==> src/rtl/pl_wb_scoreboard_if.sv <==
// Bundles the issue, writeback and register-file write-port signals of pl_wb_scoreboard.
// The forwarding outputs exist only when WB_FWD_EN is defined.
interface pl_wb_scoreboard_if #(
  parameter int WAD = 5,
  parameter int WD  = 32
);
  logic                issue_valid;
  logic [WAD-1:0]      issue_rs1;
  logic [WAD-1:0]      issue_rs2;
  logic                issue_use_rs1;
  logic                issue_use_rs2;
  logic                issue_wr;
  logic [WAD-1:0]      issue_rd;
  logic                issue_stall;

  logic                alu_wb_valid;
  logic [WAD-1:0]      alu_wb_rd;
  logic [WD-1:0]       alu_wb_data;

  logic                ld_valid;
  logic                ld_ready;
  logic [WAD-1:0]      ld_rd;
  logic [WD-1:0]       ld_data;

  logic                RegWrite;
  logic [WAD-1:0]      AdInReg;
  logic [WD-1:0]       DInReg;
  logic [2**WAD-1:0]   busy_vec;
  logic                wb_err;
`ifdef WB_FWD_EN
  logic                fwd_rs1_hit;
  logic                fwd_rs2_hit;
  logic [WD-1:0]       fwd_data;
`endif

  // The scoreboard initiates register-file writes, so it takes the master side.
  modport master (
    input  issue_valid, issue_rs1, issue_rs2, issue_use_rs1, issue_use_rs2,
    input  issue_wr, issue_rd,
    input  alu_wb_valid, alu_wb_rd, alu_wb_data,
    input  ld_valid, ld_rd, ld_data,
    output issue_stall, ld_ready, RegWrite, AdInReg, DInReg, busy_vec, wb_err
`ifdef WB_FWD_EN
    , output fwd_rs1_hit, fwd_rs2_hit, fwd_data
`endif
  );

  modport slave (
    output issue_valid, issue_rs1, issue_rs2, issue_use_rs1, issue_use_rs2,
    output issue_wr, issue_rd,
    output alu_wb_valid, alu_wb_rd, alu_wb_data,
    output ld_valid, ld_rd, ld_data,
    input  issue_stall, ld_ready, RegWrite, AdInReg, DInReg, busy_vec, wb_err
`ifdef WB_FWD_EN
    , input fwd_rs1_hit, fwd_rs2_hit, fwd_data
`endif
  );
endinterface

==> src/rtl/pl_wb_scoreboard.sv <==
// Register busy-bit scoreboard with ALU/load writeback arbitration onto one write port.
// Define WB_FWD_EN to add write-port forwarding that removes RAW stalls one cycle early.
module pl_wb_scoreboard #(
  parameter int WAD      = 5,
  parameter int WD       = 32,
  parameter int LQ_DEPTH = 2
) (
  input  logic              clk,
  input  logic              rst_n,
  pl_wb_scoreboard_if.master bus
);
  localparam int NREG = 2**WAD;
  localparam int PW   = $clog2(LQ_DEPTH);
  localparam logic [PW:0] LQ_FULL = LQ_DEPTH[PW:0];

  logic [NREG-1:0] r_busy;
  logic [NREG-1:0] w_busyNext;
  logic [WAD-1:0]  r_ldRd   [LQ_DEPTH];
  logic [WD-1:0]   r_ldData [LQ_DEPTH];
  logic [PW-1:0]   r_wptr;
  logic [PW-1:0]   r_rptr;
  logic [PW:0]     r_count;
  logic            r_regWrite;
  logic [WAD-1:0]  r_adInReg;
  logic [WD-1:0]   r_dInReg;
  logic            r_wbErr;

  logic            w_rs1Haz;
  logic            w_rs2Haz;
  logic            w_stall;
  logic            w_issueAcc;
  logic            w_ldReady;
  logic            w_push;
  logic            w_pop;
  logic            w_selValid;
  logic [WAD-1:0]  w_selRd;
  logic [WD-1:0]   w_selData;
  logic            w_doWrite;

`ifdef WB_FWD_EN
  logic w_fwdRs1;
  logic w_fwdRs2;
  assign w_fwdRs1 = bus.issue_use_rs1 & r_regWrite & (r_adInReg == bus.issue_rs1) &
                    (bus.issue_rs1 != '0);
  assign w_fwdRs2 = bus.issue_use_rs2 & r_regWrite & (r_adInReg == bus.issue_rs2) &
                    (bus.issue_rs2 != '0);
`endif

  // A forwarded source is readable this cycle, so only uncovered RAW hazards stall.
  always_comb begin
    w_rs1Haz = bus.issue_use_rs1 & r_busy[bus.issue_rs1];
    w_rs2Haz = bus.issue_use_rs2 & r_busy[bus.issue_rs2];
`ifdef WB_FWD_EN
    if (w_fwdRs1) w_rs1Haz = 1'b0;
    if (w_fwdRs2) w_rs2Haz = 1'b0;
`endif
    w_stall = bus.issue_valid &
              (w_rs1Haz | w_rs2Haz | (bus.issue_wr & r_busy[bus.issue_rd]));
  end

  assign w_issueAcc = bus.issue_valid & ~w_stall;

  // Count is registered, so a load pushed this cycle cannot be popped until the next.
  assign w_ldReady  = (r_count < LQ_FULL);
  assign w_push     = bus.ld_valid & w_ldReady;
  assign w_pop      = ~bus.alu_wb_valid & (r_count != '0);
  assign w_selValid = bus.alu_wb_valid | w_pop;
  assign w_selRd    = bus.alu_wb_valid ? bus.alu_wb_rd   : r_ldRd[r_rptr];
  assign w_selData  = bus.alu_wb_valid ? bus.alu_wb_data : r_ldData[r_rptr];
  assign w_doWrite  = w_selValid & (w_selRd != '0);

  // Clear lands with the register-file write; a same-cycle set on that register wins.
  always_comb begin
    w_busyNext = r_busy;
    if (r_regWrite) w_busyNext[r_adInReg] = 1'b0;
    if (w_issueAcc && bus.issue_wr && (bus.issue_rd != '0)) w_busyNext[bus.issue_rd] = 1'b1;
    w_busyNext[0] = 1'b0;
  end

  always_ff @(posedge clk or negedge rst_n) begin
    if (!rst_n) begin
      r_busy     <= '0;
      r_wptr     <= '0;
      r_rptr     <= '0;
      r_count    <= '0;
      r_regWrite <= 1'b0;
      r_adInReg  <= '0;
      r_dInReg   <= '0;
      r_wbErr    <= 1'b0;
    end else begin
      r_busy     <= w_busyNext;
      r_regWrite <= w_doWrite;
      if (w_doWrite) begin
        r_adInReg <= w_selRd;
        r_dInReg  <= w_selData;
      end
      if (w_push) r_wptr <= r_wptr + PW'(1);
      if (w_pop)  r_rptr <= r_rptr + PW'(1);
      case ({w_push, w_pop})
        2'b10:   r_count <= r_count + 1'b1;
        2'b01:   r_count <= r_count - 1'b1;
        default: r_count <= r_count;
      endcase
      if (r_regWrite && (r_adInReg != '0) && !r_busy[r_adInReg]) r_wbErr <= 1'b1;
    end
  end

  always_ff @(posedge clk) begin
    if (w_push) begin
      r_ldRd[r_wptr]   <= bus.ld_rd;
      r_ldData[r_wptr] <= bus.ld_data;
    end
  end

  assign bus.issue_stall = w_stall;
  assign bus.ld_ready    = w_ldReady;
  assign bus.RegWrite    = r_regWrite;
  assign bus.AdInReg     = r_adInReg;
  assign bus.DInReg      = r_dInReg;
  assign bus.busy_vec    = r_busy;
  assign bus.wb_err      = r_wbErr;
`ifdef WB_FWD_EN
  assign bus.fwd_rs1_hit = w_fwdRs1;
  assign bus.fwd_rs2_hit = w_fwdRs2;
  assign bus.fwd_data    = r_dInReg;
`endif
endmodule

==> src/flat_wrapper.sv <==
// flat-port wrapper written by rule: the top's interface ports become plain ports
module pl_wb_scoreboard_flat 
#(
  parameter int WAD      = 5,
  parameter int WD       = 32,
  parameter int LQ_DEPTH = 2
)
  (clk, rst_n, bus_issue_valid, bus_issue_rs1, bus_issue_rs2, bus_issue_use_rs1, bus_issue_use_rs2, bus_issue_wr, bus_issue_rd, bus_alu_wb_valid, bus_alu_wb_rd, bus_alu_wb_data, bus_ld_valid, bus_ld_rd, bus_ld_data, bus_issue_stall, bus_ld_ready, bus_RegWrite, bus_AdInReg, bus_DInReg, bus_busy_vec, bus_wb_err);
  pl_wb_scoreboard_if #(.WAD(WAD), .WD(WD)) bus_i ();
  input  logic clk;
  input  logic rst_n;
  input wire logic [$bits(bus_i.issue_valid)-1:0] bus_issue_valid;
  input wire logic [$bits(bus_i.issue_rs1)-1:0] bus_issue_rs1;
  input wire logic [$bits(bus_i.issue_rs2)-1:0] bus_issue_rs2;
  input wire logic [$bits(bus_i.issue_use_rs1)-1:0] bus_issue_use_rs1;
  input wire logic [$bits(bus_i.issue_use_rs2)-1:0] bus_issue_use_rs2;
  input wire logic [$bits(bus_i.issue_wr)-1:0] bus_issue_wr;
  input wire logic [$bits(bus_i.issue_rd)-1:0] bus_issue_rd;
  input wire logic [$bits(bus_i.alu_wb_valid)-1:0] bus_alu_wb_valid;
  input wire logic [$bits(bus_i.alu_wb_rd)-1:0] bus_alu_wb_rd;
  input wire logic [$bits(bus_i.alu_wb_data)-1:0] bus_alu_wb_data;
  input wire logic [$bits(bus_i.ld_valid)-1:0] bus_ld_valid;
  input wire logic [$bits(bus_i.ld_rd)-1:0] bus_ld_rd;
  input wire logic [$bits(bus_i.ld_data)-1:0] bus_ld_data;
  output wire logic [$bits(bus_i.issue_stall)-1:0] bus_issue_stall;
  output wire logic [$bits(bus_i.ld_ready)-1:0] bus_ld_ready;
  output wire logic [$bits(bus_i.RegWrite)-1:0] bus_RegWrite;
  output wire logic [$bits(bus_i.AdInReg)-1:0] bus_AdInReg;
  output wire logic [$bits(bus_i.DInReg)-1:0] bus_DInReg;
  output wire logic [$bits(bus_i.busy_vec)-1:0] bus_busy_vec;
  output wire logic [$bits(bus_i.wb_err)-1:0] bus_wb_err;
  assign bus_i.issue_valid = bus_issue_valid;
  assign bus_i.issue_rs1 = bus_issue_rs1;
  assign bus_i.issue_rs2 = bus_issue_rs2;
  assign bus_i.issue_use_rs1 = bus_issue_use_rs1;
  assign bus_i.issue_use_rs2 = bus_issue_use_rs2;
  assign bus_i.issue_wr = bus_issue_wr;
  assign bus_i.issue_rd = bus_issue_rd;
  assign bus_i.alu_wb_valid = bus_alu_wb_valid;
  assign bus_i.alu_wb_rd = bus_alu_wb_rd;
  assign bus_i.alu_wb_data = bus_alu_wb_data;
  assign bus_i.ld_valid = bus_ld_valid;
  assign bus_i.ld_rd = bus_ld_rd;
  assign bus_i.ld_data = bus_ld_data;
  assign bus_issue_stall = bus_i.issue_stall;
  assign bus_ld_ready = bus_i.ld_ready;
  assign bus_RegWrite = bus_i.RegWrite;
  assign bus_AdInReg = bus_i.AdInReg;
  assign bus_DInReg = bus_i.DInReg;
  assign bus_busy_vec = bus_i.busy_vec;
  assign bus_wb_err = bus_i.wb_err;
  pl_wb_scoreboard #(.WAD(WAD), .WD(WD), .LQ_DEPTH(LQ_DEPTH)) u_core (.clk(clk), .rst_n(rst_n), .bus(bus_i));
endmodule
==> config.mk <==
export PLATFORM = sky130hd
export DESIGN_NAME = pl_wb_scoreboard_flat
export DESIGN_NICKNAME = d
export VERILOG_FILES = /design/src/rtl/pl_wb_scoreboard_if.sv /design/src/rtl/pl_wb_scoreboard.sv /design/src/flat_wrapper.sv
export SDC_FILE = /design/constraint.sdc
export NUM_CORES = 1
export LEC_CHECK = 0
export ABC_AREA = 0
export BUFFER_PORTS_ARGS = -buffer_cell sky130_fd_sc_hd__buf_2
export CORE_MARGIN = 10
export CORE_UTILIZATION = 59
export CTS_CLUSTER_SIZE = 14
export DETAILED_ROUTE_END_ITERATION = 6
export PLACE_DENSITY_LB_ADDON = 0.25
export SLEW_MARGIN = 20
export SYNTH_ARGS = -nofsm -noshare
export SYNTH_HDL_FRONTEND = slang
export SYNTH_SLANG_ARGS = --single-unit
==> constraint.sdc <==
create_clock -name clk -period 6.75 [get_ports clk]
set_input_delay 1.35 -clock clk [delete_from_list [all_inputs] [get_ports clk]]
set_output_delay 1.35 -clock clk [all_outputs]
set_load 0.02 [all_outputs]
==> results of run 1 <==
## metrics by stage
stage,area [µm²],setup slack [ns],instances,total power [µW]
floorplan,7440,2.19,616,2430
global placement,8400,1.84,913,2960
detailed placement,8400,1.81,913,3000
CTS,8960,1.80,945,3900
global route,8990,1.71,947,4080
finish,8990,1.79,947,3900
## worst max-delay path by stage
stage / startpoint / endpoint / slack, ns / cells after the start
after floorplan: bus_issue_rs1[0] / bus_issue_stall / 2.19 / 7
after global placement: bus_issue_rs2[1] / bus_issue_stall / 1.84 / 8
after detailed placement: bus_issue_rs2[1] / bus_issue_stall / 1.81 / 8
after CTS: bus_issue_rs2[1] / bus_issue_stall / 1.80 / 8
after global routing: bus_issue_rs2[1] / bus_issue_stall / 1.71 / 8
final: bus_issue_rs2[1] / bus_issue_stall / 1.79 / 8
## worst register-to-register path, stage by stage (launching register included)
cell and delay, ns:
dfrtp_4 0.87, mux2i_1 0.17, o21ai_0 0.36, nor3_1 0.14, a31oi_4 0.62, buf_4 0.43
mux2_2 0.39
## final cells by class
type / instances / area (µm²)
Timing Repair Buffer: 175 / 916
Fill cell: 873 / 3170
Multi-Input combinational cell: 416 / 3200
Antenna cell: 1 / 2.50
Tap cell: 168 / 210
Clock inverter: 12 / 105
Clock buffer: 20 / 457
Sequential cell: 148 / 4080
Inverter: 7 / 26.3
## cell usage after synthesis (4+ instances only)
library cell	instances
buf_1	7
buf_2	14
clkbuf_1	21
dfrtp_1	74
edfxtp_1	74
inv_1	7
mux2_2	36
mux2i_1	58
mux4_2	22
nand2_1	47
nand2b_1	6
nand3_1	39
nand4b_1	4
nor2_1	41
nor2b_1	6
nor3_1	4
o21ai_0	66
o31ai_1	30
o32ai_1	7
or2_2	4
or3_1	4
xnor2_1	4
## power by group
group / internal (µW) / switching [µW] / total, µW
Combinational: 599 / 773 / 1370
Clock: 525 / 363 / 888
Sequential: 1240 / 408 / 1640
## sequential cells by signal, summed over array words and instances, names as in the netlist, 2 cells and up
name,flops
u_core.r_ldData,64
u_core.bus.DInReg,32
u_core.bus.busy_vec,31
u_core.r_ldRd,10
u_core.bus.AdInReg,5
u_core.r_count,2
## per-layer routing
metal | global-route usage [%] | share of wire (%) | vias up
met5 | 0 | 0 | -
met4 | 9.47 | 2.5 | 0
met3 | 8.73 | 10 | 51
met2 | 38.1 | 49 | 311
met1 | 29.1 | 38 | 2876
li1 | - | - | 2637
## logic make-up after synthesis
logic type / Yosys count / synth area share [%]
compound gates: 121 / 10.2
xor+xnor: 5 / 0.589
fa+ha+maj: 1 / 0.168
buf+inv: 52 / 3.01
flops: 148 / 54.8
mux: 116 / 19.9
other cells: 1 / 0.0504
simple gates: 172 / 11.3
==> results.cfg, run 1 <==
[status]
status = complete, no violations

[setup_path]
cp-start-kind = input port
cp_top_family = multiplexers
critPathKind = in -> out
crit_chain = buf_2 -> mux4_2 -> mux4_2 -> nor2_1 -> a311oi_4 -> buf_4 -> o31a_1 -> buf_2
rr_worst_depth = 6
end_kind = primary output
rr_endpoint = u_core.bus.DInReg[22]$_DFFE_PN0P_
crit_fanout = 32
crit_slowest_cell = mux4_2
r2r-start = u_core.r_rptr$_DFFE_PN0P_
worstPathRequired_ns = 5.40
worstPathArrival_ns = 3.61
worst-path-buf-inv = 3
r2r_slack_ns = 3.65
crit_path_max_incr_delay_ns = 0.54

[die]
die_w_um = 132
fp.dieArea_um2 = 17500
core_area_um2 = 12200
rows = 40
start_util_pct = 61.2
die_h_um = 132
ios = 170

[flow_run]
maxCapViolCount = 0

[detailed_routing]
viasPerCell = 6.20
drtIter0Drc = 604
firstDrtPassIters = 5
wl_mm = 21.4
wl_per_cell_um = 22.6
routed-via-count = 5875
drc_errors = 0
detail-route-antenna-nets = 0

[sta]
fin_setup_tns_ns = 0
holdWs_ns = 0.500
hold_viol = 0
drv_slew = 0
fmax_mhz = 202
finalSetupViolCount = 0
fin_crit_ns = 4.96
tightest_slew_ns = 0.996
finalCritPeriodShare_pct = 73.5
rsz0062_at_grt = false
fin_skew_ns = 0.00686
relSlewSlack_pct = 33.6

[global_routing]
overflow = 0
antenna_found_initial = 1
grt_max_degree = 77
grt_pass1_wl_mm = 33.3
grt_pass1_vias = 6111
grt_usage_pct = 24.0

[worst_hold_path]
hp-class = reg -> reg
holdPathEnd = u_core.bus.DInReg[30]$_DFFE_PN0P_
whs_path_depth = 1
hold_path_startpoint = u_core.bus.DInReg[30]$_DFFE_PN0P_

[logic_synthesis]
synth-edff-count = 74
synth_nets = 714
yosysSeqAreaShare_pct = 54.8
synthCells = 616
synthTopCellsByArea = edfxtp_1, dfrtp_1, mux2i_1, mux4_2, mux2_2
synth_top_area_share_pct = 29.9
netlist_area_um2 = 7440
avgSynthCellArea_um2 = 12.1
yosys_warnings = 0
ys_types = 49
synthArstFlopShare_pct = 50.0
synth_top_area_cell = edfxtp_1
synth_seq_cells = 148
synth_ff_type = edfxtp_1

[power_and_ir_drop]
p_per_area_nw_per_um2 = 434
vdd_drop_max_mv = 0.266
leakagePower_uw = 0.00368

[placement]
dp.final_hpwl_mm = 14.7
gp_congestion = 0.946
portBuffers = 168

[cts]
root_buffer = clkbuf_16
post_cts_buffers = 0
clk-insertion-delay-late_ns = 0.42
clkSlewWorstSetupHoldPaths_ns = 0.06
htree_levels = 4
cts_sinks = 148
hold_buffers = 0
tritoncts = built
cts_resized = 0
clockBufferDepth = 2
numCtsBuffers = 17

[finish]
final_nets = 863
drive_gt1_share_pct = 35.3
utilization_pct = 73.9
final_cell_mix = buf_2, edfxtp_1, dfrtp_1
final_common_cell = buf_2
area_growth_syn_to_layout_pct = 20.8
(Power assumes the default switching activity.)
==> inputs of run 2 (changes only) <==
- CORE_UTILIZATION: 59 -> 49
- clock period: 6.75 -> 4.4 ns (I/O delays scaled with it)
==> results.cfg, run 2 (synthesized netlist as in run 1, its figures left out) <==
[global_routing]
antenna_found_initial = 4
grt_pass1_wl_mm = 32.7
grt_pass1_vias = 6154
overflow = 0
grt_max_degree = 75
grt_usage_pct = 20.4

[cts]
clkSlewWorstSetupHoldPaths_ns = 0.06
numCtsBuffers = 17
root_buffer = clkbuf_16
cts_sinks = 148
cts_resized = 0
post_cts_buffers = 0
hold_buffers = 0
tritoncts = built
htree_levels = 4
clk-insertion-delay-late_ns = 0.42
clockBufferDepth = 2

[die]
start_util_pct = 50.6
core_area_um2 = 14700
rows = 44
die_w_um = 143
fp.dieArea_um2 = 20500
die_h_um = 143
ios = 170

[detailed_routing]
firstDrtPassIters = 6
wl_met2_mm = 10.3
routed-via-count = 5843
met3_length_mm = 1.99
drc_errors = 0
dr.max_layer_used = met5
wl_per_cell_um = 22.1
detail-route-antenna-nets = 0
wl_mm = 21.3
drtIter0Drc = 475
wl_met1_mm = 8.29
viasPerCell = 6.05

[setup_path]
crit_path_end = bus_issue_stall
worst-path-buf-inv = 2
cp-startpoint = bus_issue_rs2[1]
crit_path_max_incr_delay_ns = 0.54
crit_cells = 7
crit_chain = buf_2 -> mux4_2 -> mux4_2 -> nor2_1 -> a311oi_4 -> o31a_1 -> buf_2
rr_endpoint = u_core.bus.DInReg[9]$_DFFE_PN0P_
crit_slowest_cell = mux4_2
crit_fanout = 9
end_kind = primary output
cp_top_family = multiplexers
cp-start-kind = input port
rr_worst_depth = 6
r2r_slack_ns = 1.47
worstPathArrival_ns = 2.85
critPathKind = in -> out
r2r-start = u_core.r_rptr$_DFFE_PN0P_
worstPathRequired_ns = 3.52

[power_and_ir_drop]
leakagePower_uw = 0.00369
p_clk_share_pct = 23.5
vdd_drop_max_mv = 0.383
power_uw = 6030
p_per_area_nw_per_um2 = 668
power_frac_comb_pct = 35.4
seqPwrFrac_pct = 41.1
internal_power_uw = 3660
switching_share_pct = 39.2
p_switching_uw = 2360

[placement]
gp_congestion = 0.942
dp.final_hpwl_mm = 14.8
portBuffers = 168
pre_cts_ws_ns = 0.648

[sta]
rsz0062_at_grt = false
fin_setup_tns_ns = 0
finalCritPeriodShare_pct = 84.9
layout_setup_ws_ns = 0.666
finalSetupViolCount = 0
hold_viol = 0
tightest_slew_ns = 1.01
relSlewSlack_pct = 32.9
fmax_mhz = 268
fin_crit_ns = 3.73
fin_skew_ns = 0.00838
drv_slew = 0

[finish]
final_nets = 864
fillers = 1197
largest_reg_flops = 64
largest_register = u_core.r_ldData
drive_gt1_share_pct = 35.7
final_cell_mix = buf_2, edfxtp_1, dfrtp_1
final_common_cell = buf_2
area_growth_syn_to_layout_pct = 21.3

[flow_run]
maxCapViolCount = 0

[status]
status = complete, no violations

[worst_hold_path]
hp-class = reg -> reg
[run 2: cell types whose count changed in the layout (fill, tap and decap cells not counted)]
cell,previous run,this run
buf_12,0,1
clkbuf_1,1,2
clkbuf_8,2,1
inv_4,0,2
buf_4,7,8
diode_2,1,2
clkinv_1,3,0
dfrtp_4,1,0
bufinv_16,1,2
dfrtp_2,0,1
clkinv_4,3,1
buf_16,1,0
clkinv_2,1,3
[run 2: cell type report]
cell class | instances | area, µm² | share of cell area (%)
multi-input cells | 416 | 3200 | 35.4
flip-flops and latches | 148 | 4080 | 45.2
diodes | 2 | 5.00 | 0.0555
well taps | 184 | 230 | 2.55
clock buffers | 20 | 447 | 4.95
inverters | 7 | 26.3 | 0.291
repair buffers | 176 | 916 | 10.1
clock inverters | 12 | 129 | 1.43
[run 2: power by group through the flow]
stage	registers [µW]	clock network (µW)	logic (µW)
global placement	2460	0	2080
floorplan	2530	0	1190
finish	2480	1420	2130
global route	2520	1490	2290
CTS	2470	1430	2140
detailed placement	2490	0	2130
[run 2: worst register-to-register path, cell delays in order, from the launching register on]
cell	delay [ns]
dfrtp_2	0.82
mux2i_1	0.16
o21ai_0	0.26
nor3_1	0.12
a31oi_4	0.66
buf_4	0.41
mux2_2	0.38
[run 2: worst min-delay path by stage]
stage                                       from                           endpoint  slack [ns]  cells past startpoint
3_3_place_gp   u_core.bus.DInReg[26]$_DFFE_PN0P_  u_core.bus.DInReg[26]$_DFFE_PN0P_        0.48                      1
4_1_cts        u_core.bus.DInReg[20]$_DFFE_PN0P_  u_core.bus.DInReg[20]$_DFFE_PN0P_        0.51                      1
6_report        u_core.bus.DInReg[8]$_DFFE_PN0P_   u_core.bus.DInReg[8]$_DFFE_PN0P_        0.50                      1
5_1_grt        u_core.bus.DInReg[20]$_DFFE_PN0P_  u_core.bus.DInReg[20]$_DFFE_PN0P_        0.52                      1
3_5_place_dp   u_core.bus.DInReg[22]$_DFFE_PN0P_  u_core.bus.DInReg[22]$_DFFE_PN0P_        0.49                      1
2_1_floorplan          u_core.r_wptr$_DFFE_PN0P_          u_core.r_wptr$_DFFE_PN0P_        0.46                      1
[run 2: per-layer routing]
metal	global-route usage, %	vias up
met2	33.9	307
met3	6.50	65
li1	-	2634
met5	0	-
met1	23.7	2833
met4	9.51	4
[run 2: per-stage QoR]
stage,hold slack [ns],cells,area (µm²),utilization [%]
2_1_floorplan,0.461,616,7440,-
3_3_place_gp,0.484,930,8420,57.3
3_5_place_dp,0.493,930,8420,57.3
4_1_cts,0.507,962,9000,61.2
5_1_grt,0.522,964,9020,61.4
6_report,0.503,965,9020,61.4
